--- src/rtl/fifo_wptr_ctrl.sv ---
// Write-side pointer controller for a bisynchronous FIFO: owns the binary and
// Gray write pointers, synchronizes the remote Gray read pointer, and derives full/count.
module fifo_wptr_ctrl #(
  parameter int p_addr_width = 3
) (
  input  logic                    clk,
  input  logic                    reset,
  input  logic                    enq_val,
  output logic                    enq_rdy,
  output logic                    wen,
  output logic [p_addr_width-1:0] waddr,
  output logic [p_addr_width:0]   wptr_gray,
  input  logic [p_addr_width:0]   rptr_gray_async,
  output logic [p_addr_width:0]   count
);

  localparam int p_ptr_w = p_addr_width + 1;

  // Inverting the top two bits of the read Gray pointer gives the Gray code of
  // (read pointer + depth), i.e. the write pointer value at which the FIFO is full.
  localparam logic [p_ptr_w-1:0] full_mask = p_ptr_w'(3) << (p_ptr_w - 2);

  function automatic logic [p_ptr_w-1:0] bin_to_gray(input logic [p_ptr_w-1:0] b);
    return b ^ (b >> 1);
  endfunction

  function automatic logic [p_ptr_w-1:0] gray_to_bin(input logic [p_ptr_w-1:0] g);
    logic [p_ptr_w-1:0] b;
    b[p_ptr_w-1] = g[p_ptr_w-1];
    for (int i = p_ptr_w - 2; i >= 0; i--) begin
      b[i] = b[i+1] ^ g[i];
    end
    return b;
  endfunction

  logic [p_ptr_w-1:0] wptr_bin;
  logic [p_ptr_w-1:0] wptr_next;
  logic [p_ptr_w-1:0] wgray_next;
  logic [p_ptr_w-1:0] rs1;
  logic [p_ptr_w-1:0] rs2;
  logic [p_ptr_w-1:0] r_bin;
  logic               full;
  logic               fire;

  // Handshake is a zero-cycle decision from registered state; reset blocks
  // acceptance in the same cycle so a mid-transfer enq is discarded.
  assign enq_rdy    = ~full & ~reset;
  assign fire       = enq_val & enq_rdy;
  assign wen        = fire;
  assign waddr      = wptr_bin[p_addr_width-1:0];

  assign wptr_next  = wptr_bin + p_ptr_w'(fire);
  assign wgray_next = bin_to_gray(wptr_next);

  // Only the second synchronizer stage feeds logic; rs1 may be metastable.
  assign r_bin      = gray_to_bin(rs2);
  assign count      = wptr_bin - r_bin;

  // NOTE: sequential state uses non-blocking assignments so every register
  // samples pre-edge values; the reset here is synchronous, so it sits inside
  // the clocked branch rather than in the sensitivity list.
  always_ff @(posedge clk) begin
    if (reset) begin
      wptr_bin  <= '0;
      wptr_gray <= '0;
      rs1       <= '0;
      rs2       <= '0;
      full      <= 1'b0;
    end else begin
      wptr_bin  <= wptr_next;
      wptr_gray <= wgray_next;
      rs1       <= rptr_gray_async;
      rs2       <= rs1;
      // Compared against the current rs2, so a same-cycle read advance is
      // seen one edge later: conservative, never an overrun.
      full      <= (wgray_next == (rs2 ^ full_mask));
    end
  end

endmodule

--- config.mk ---
export PLATFORM = sky130hd
export DESIGN_NAME = fifo_wptr_ctrl
export DESIGN_NICKNAME = d
export VERILOG_FILES = /design/src/rtl/fifo_wptr_ctrl.sv
export SDC_FILE = /design/constraint.sdc
export NUM_CORES = 1
export LEC_CHECK = 0
export ABC_AREA = 1
export CORE_MARGIN = 5
export CORE_UTILIZATION = 42
export CTS_CLUSTER_DIAMETER = 200
export DETAILED_ROUTE_END_ITERATION = 16
export PLACE_DENSITY = 0.73
export SLEW_MARGIN = 5
export SYNTH_ARGS = -nofsm -noshare
export SYNTH_HDL_FRONTEND = slang
export SYNTH_SLANG_ARGS = --single-unit
--- constraint.sdc ---
create_clock -name clk -period 2.1 [get_ports clk]
set_input_delay 0.42 -clock clk [delete_from_list [all_inputs] [get_ports clk]]
set_output_delay 0.42 -clock clk [all_outputs]
set_load 0.02 [all_outputs]
Word-level counts from Yosys, hierarchy flattened
Index checks and enable logic that the tools add are counted.
{"block": "totals", "reg_bits": 17, "latch_bits": 0, "ram_bits": 0, "romBits": 0, "inputBits": 7, "word_cells": 17, "memories": 0}
{"block": "op_classes", "add_sub_neg": 2, "n_mul": 0, "n_div": 0, "magnitude_cmp": 0, "n_eq_ne": 1, "n_shift": 0, "muxes": 0, "bitwise_logic": 9, "reduce_logical": 0}
{"operator": "adder 4 x 1 -> 4 bit", "n": 1}
{"operator": "equality test 4 bit", "n": 1}
{"operator": "subtractor 4 bit", "n": 1}
{"operator": "bitwise XOR 4 x 3 -> 4 bit", "n": 1}
{"operator": "bitwise XOR 1 bit", "n": 3}
{"operator": "bitwise AND 1 bit", "n": 2}
{"operator": "NOT 1 bit", "n": 2}
{"operator": "NOT 2 bit", "n": 1}

Longest topological paths before layout
{"block": "logic_depth", "word_depth": 6, "ltp_mapped": 11}

Worst setup path before layout
Ideal clock, no wire load.
{"block": "synth_path", "kind": "register -> output", "from": "register rs2[3]", "to": "output count[2]", "arrival_time_ns": 1.870, "t_required_ns": 1.680, "slack_ns": -0.190, "stages_incl_launch_ff": 8, "path_cell_list": "dfxtp_1 > xnor2_2 > xor2_2 > xor2_1 > ha_1 > inv_1 > fa_1 > xor2_1"}
{"block": "synth_via", "elab_chain_len": 4}
{"item": "start, declared", "line_no": "40", "text": "logic [p_ptr_w-1:0] rs2;"}
{"item": "start signal, assigned", "line_no": "73", "text": "rs2 <= rs1;"}
{"item": "bitwise XOR 1 bit (*)", "line_no": "31", "text": "b[i] = b[i+1] ^ g[i];"}
{"item": "bitwise XOR 1 bit (2 in series)", "line_no": "31"}
{"item": "subtractor 4 bit (*)", "line_no": "57", "text": "assign count = wptr_bin - r_bin;"}
{"item": "end, declared", "line_no": "14", "text": "output logic [p_addr_width:0] count"}
Mark *: on every way between the ends. The rest lies on a longest branch, timed or not.

Worst setup path in the final report
Ends and elaborated chain as after synthesis.

==> flow_metrics.env <==
export IMPL_crit_path_max_fanout=2
export IMPL_drive_gt1_frac=0.2245
export IMPL_failed_checks="negative setup slack"
export IMPL_tns_ns=-0.9186
export IMPL_gp_congestion=0.8395
export IMPL_cts_root_buffer="clkbuf_4"
export IMPL_synth_seq_cells=16
export IMPL_clk_latency_ns=0.28
export IMPL_cts_sinks=16
export IMPL_area_growth_syn_to_layout_pct=45.79
export IMPL_worst_slew_pin_slew_ns=0.2458
export IMPL_io_buffers=19
export IMPL_critPathCaptureType="output port"
export IMPL_synth_area_um2=817.0
export IMPL_synth_yosys_seq_area_share=0.3920
export IMPL_synthCells=111
export IMPL_hold_path_class="flip-flop to flip-flop"
export IMPL_first_pass_iters=4
export IMPL_tritoncts="yes"
export IMPL_synth_top_cells_by_area="dfxtp_1 39%, inv_1 11%, nand2_1 10%, nand3_1 9.2%, ha_1 7.7%"
export IMPL_core_area_um2=1902
export IMPL_synth_cell_types=18
export IMPL_worstSetupStartpointType="flip-flop"
export IMPL_synth_top_area_frac=0.3920
export IMPL_hold_depth=2
export IMPL_setup_viol=3
export IMPL_fin_skew_ns=0.003934
export IMPL_r2r_end="full"
export IMPL_post_route_drc_count=0
export IMPL_grt_max_degree=16
export IMPL_die_h_um=54.11
export IMPL_die_w_um=54.11
export IMPL_hold_end="rs2[3]"
export IMPL_crit_type="flip-flop to output port"
export IMPL_hold_viol_final=0
export IMPL_rr_startpoint="full"
export IMPL_powerDensity_nw_per_um2=592.3
export IMPL_avgSynthCellArea_um2=7.361
export IMPL_final_util=0.6263
export IMPL_synth_ff_type="dfxtp_1"
export IMPL_ys_warn_count=0
export IMPL_synthTopCellsByCount="23 x inv_1, 22 x nand2_1, 16 x dfxtp_1"
export IMPL_yosysTopAreaCell="dfxtp_1"
export IMPL_hp_start="rs1[3]"
export IMPL_overflow=0
export IMPL_fillerInstances=177
export IMPL_rsz0062_at_grt="true"
export IMPL_ir_drop_mv=0.4244
export IMPL_clk_pin_slew_ns=0.08
export IMPL_report_final_slew_viol_count=0
export IMPL_final_nets=162
export IMPL_synth_edf_count=0
export IMPL_grt_first_pass_wirelength_um=2829
export IMPL_start_util=0.4296
export IMPL_cts_hold_buffers=0
export IMPL_finalCriticalPeriod_ns=2.450
export IMPL_cellLeakagePower_uw=0.0005906
export IMPL_htreeDepth=1
export IMPL_track_usage=0.1356
export IMPL_routed_wl_um=1639
export IMPL_routedWlPerCell_um=9.420
export IMPL_syn_nets=124
export IMPL_viasPerCell=4.483
export IMPL_grt_pass1_vias=731
export IMPL_antenna_found_initial=0
export IMPL_ioPinCount=20
export IMPL_place_hpwl_um=1383
export IMPL_slew_headroom=0.8359
export IMPL_status="finished with violations"
export IMPL_cts_buffers=3
export IMPL_vias=780
export IMPL_rrSetupSlack_ns=0.58
export IMPL_fin_crit_sh=1.167
export IMPL_cts_buffer_depth=2
export IMPL_worstRegToRegCells=11
export IMPL_cap_violations=0
export IMPL_rows=16
export IMPL_drtIter0Drc=4
export IMPL_setup_slack_ns=-0.3497
export IMPL_die_area_um2=2927
export IMPL_critPathLaunch="rs2[3]"
export IMPL_yosysMostFrequentCell="inv_1"
export IMPL_cp_required_ns=1.68
export IMPL_arrival_ns=2.03
export IMPL_antenna_cells=0
export IMPL_ant_nets=0
export IMPL_fmax_ghz=0.4082
export IMPL_synth_async_sr_flop_share=0
==> timing repair <==
| item | 4_1_cts | 5_1_grt |
|---|---|---|
| setup buffers | 1 | 1 |
| setup endpoints to repair | 5 | 5 |
| pin swaps | 2 | 0 |
| gates resized for setup | 22 | 6 |
==> how the worst max path moves through the flow <==
stage	cells after the start	slack (ns)	to
6_report	8	-0.35	count[2]
5_1_grt	8	-0.47	count[2]
4_1_cts	8	-0.38	count[2]
3_5_place_dp	7	-0.54	count[1]
3_3_place_gp	7	-0.52	count[1]
2_1_floorplan	7	-0.06	count[2]
==> placed cells by master, fill, tap and decap left out <==
cell type,Yosys,final
dfxtp_1,16,14
clkbuf_4,0,3
xor2_1,2,1
dlygate4sd2_1,0,1
inv_1,23,22
dfxtp_2,0,2
buf_4,0,18
dlymetal6s2s_1,0,1
xnor2_1,1,1
nand3_1,15,15
nand2_1,22,22
inv_2,0,1
o21ai_0,1,1
nor2_1,13,13
ha_1,5,5
a21oi_1,5,5
buf_6,0,2
nand3_2,1,1
clkdlybuf4s50_1,0,13
fa_2,0,1
xnor2_2,1,1
nor3b_2,0,1
nand2_2,1,1
xor2_2,1,2
==> metal layers <==
layer,GRT usage,part of all wire
met1,0.1479,0.42
met3,0.02216,0.038
met4,0.07469,0.012
met2,0.2460,0.53
met5,0,0
==> cell type report <==
| cell class | instances | area, um^2 | share of cell area |
|---|---|---|---|
| well taps | 27 | 33.78 | 0.02836 |
| repair buffers | 35 | 309.0 | 0.2595 |
| multi-input cells | 70 | 416.7 | 0.3498 |
| inverters | 23 | 86.33 | 0.07248 |
| clock buffers | 3 | 22.52 | 0.01891 |
| flip-flops and latches | 16 | 322.8 | 0.2710 |
==> sequential cells by signal (all words and copies together), names as in the netlist <==
name and flops:
wptr_bin 3, wptr_gray 4, full 1, rs2 4, rs1 4
==> kinds of logic (layout without fill, tap and decap cells) <==
logic type,Yosys count,after routing,synth area share
AND/OR/NAND/NOR,53,53,0.2818
XOR/XNOR,5,5,0.07199
buffers and inverters,25,61,0.1164
AO/OA/AOI/OAI,6,6,0.03674
adder cells (fa/ha/maj),6,6,0.1011
flip-flops,16,16,0.3920
==> per-stage QoR <==
step	instance area [um^2]	worst slack (ns)	instances	hold WS, ns	power (uW)
after detailed placement	1152	-0.5429	169	0.3962	560.8
after global routing	1191	-0.4684	174	0.4141	750.2
after global placement	1152	-0.5167	169	0.3902	552.3
after CTS	1171	-0.3804	173	0.4083	705.1
after floorplan	832.0	-0.05794	111	0.3883	457.4
final	1191	-0.3497	174	0.4048	705.6
==> where the power goes <==
part | internal (uW) | leakage, uW | switching [uW] | total [uW]
clock | 66.4 | 0.0000138 | 85.6 | 152
sequential | 316 | 0.000132 | 6.73 | 323
combinational | 117 | 0.000445 | 114 | 231
total | 499 | 0.000591 | 206 | 706
==> critical path, stage by stage (launching register included) <==
cell and delay (ns):
dfxtp_2 0.34, xnor2_2 0.21, xor2_2 0.18, xor2_1 0.16, ha_1 0.15, inv_1 0.05
fa_2 0.36, xor2_2 0.15, buf_4 0.15
Note: power is estimated with default switching activity, not from simulation.
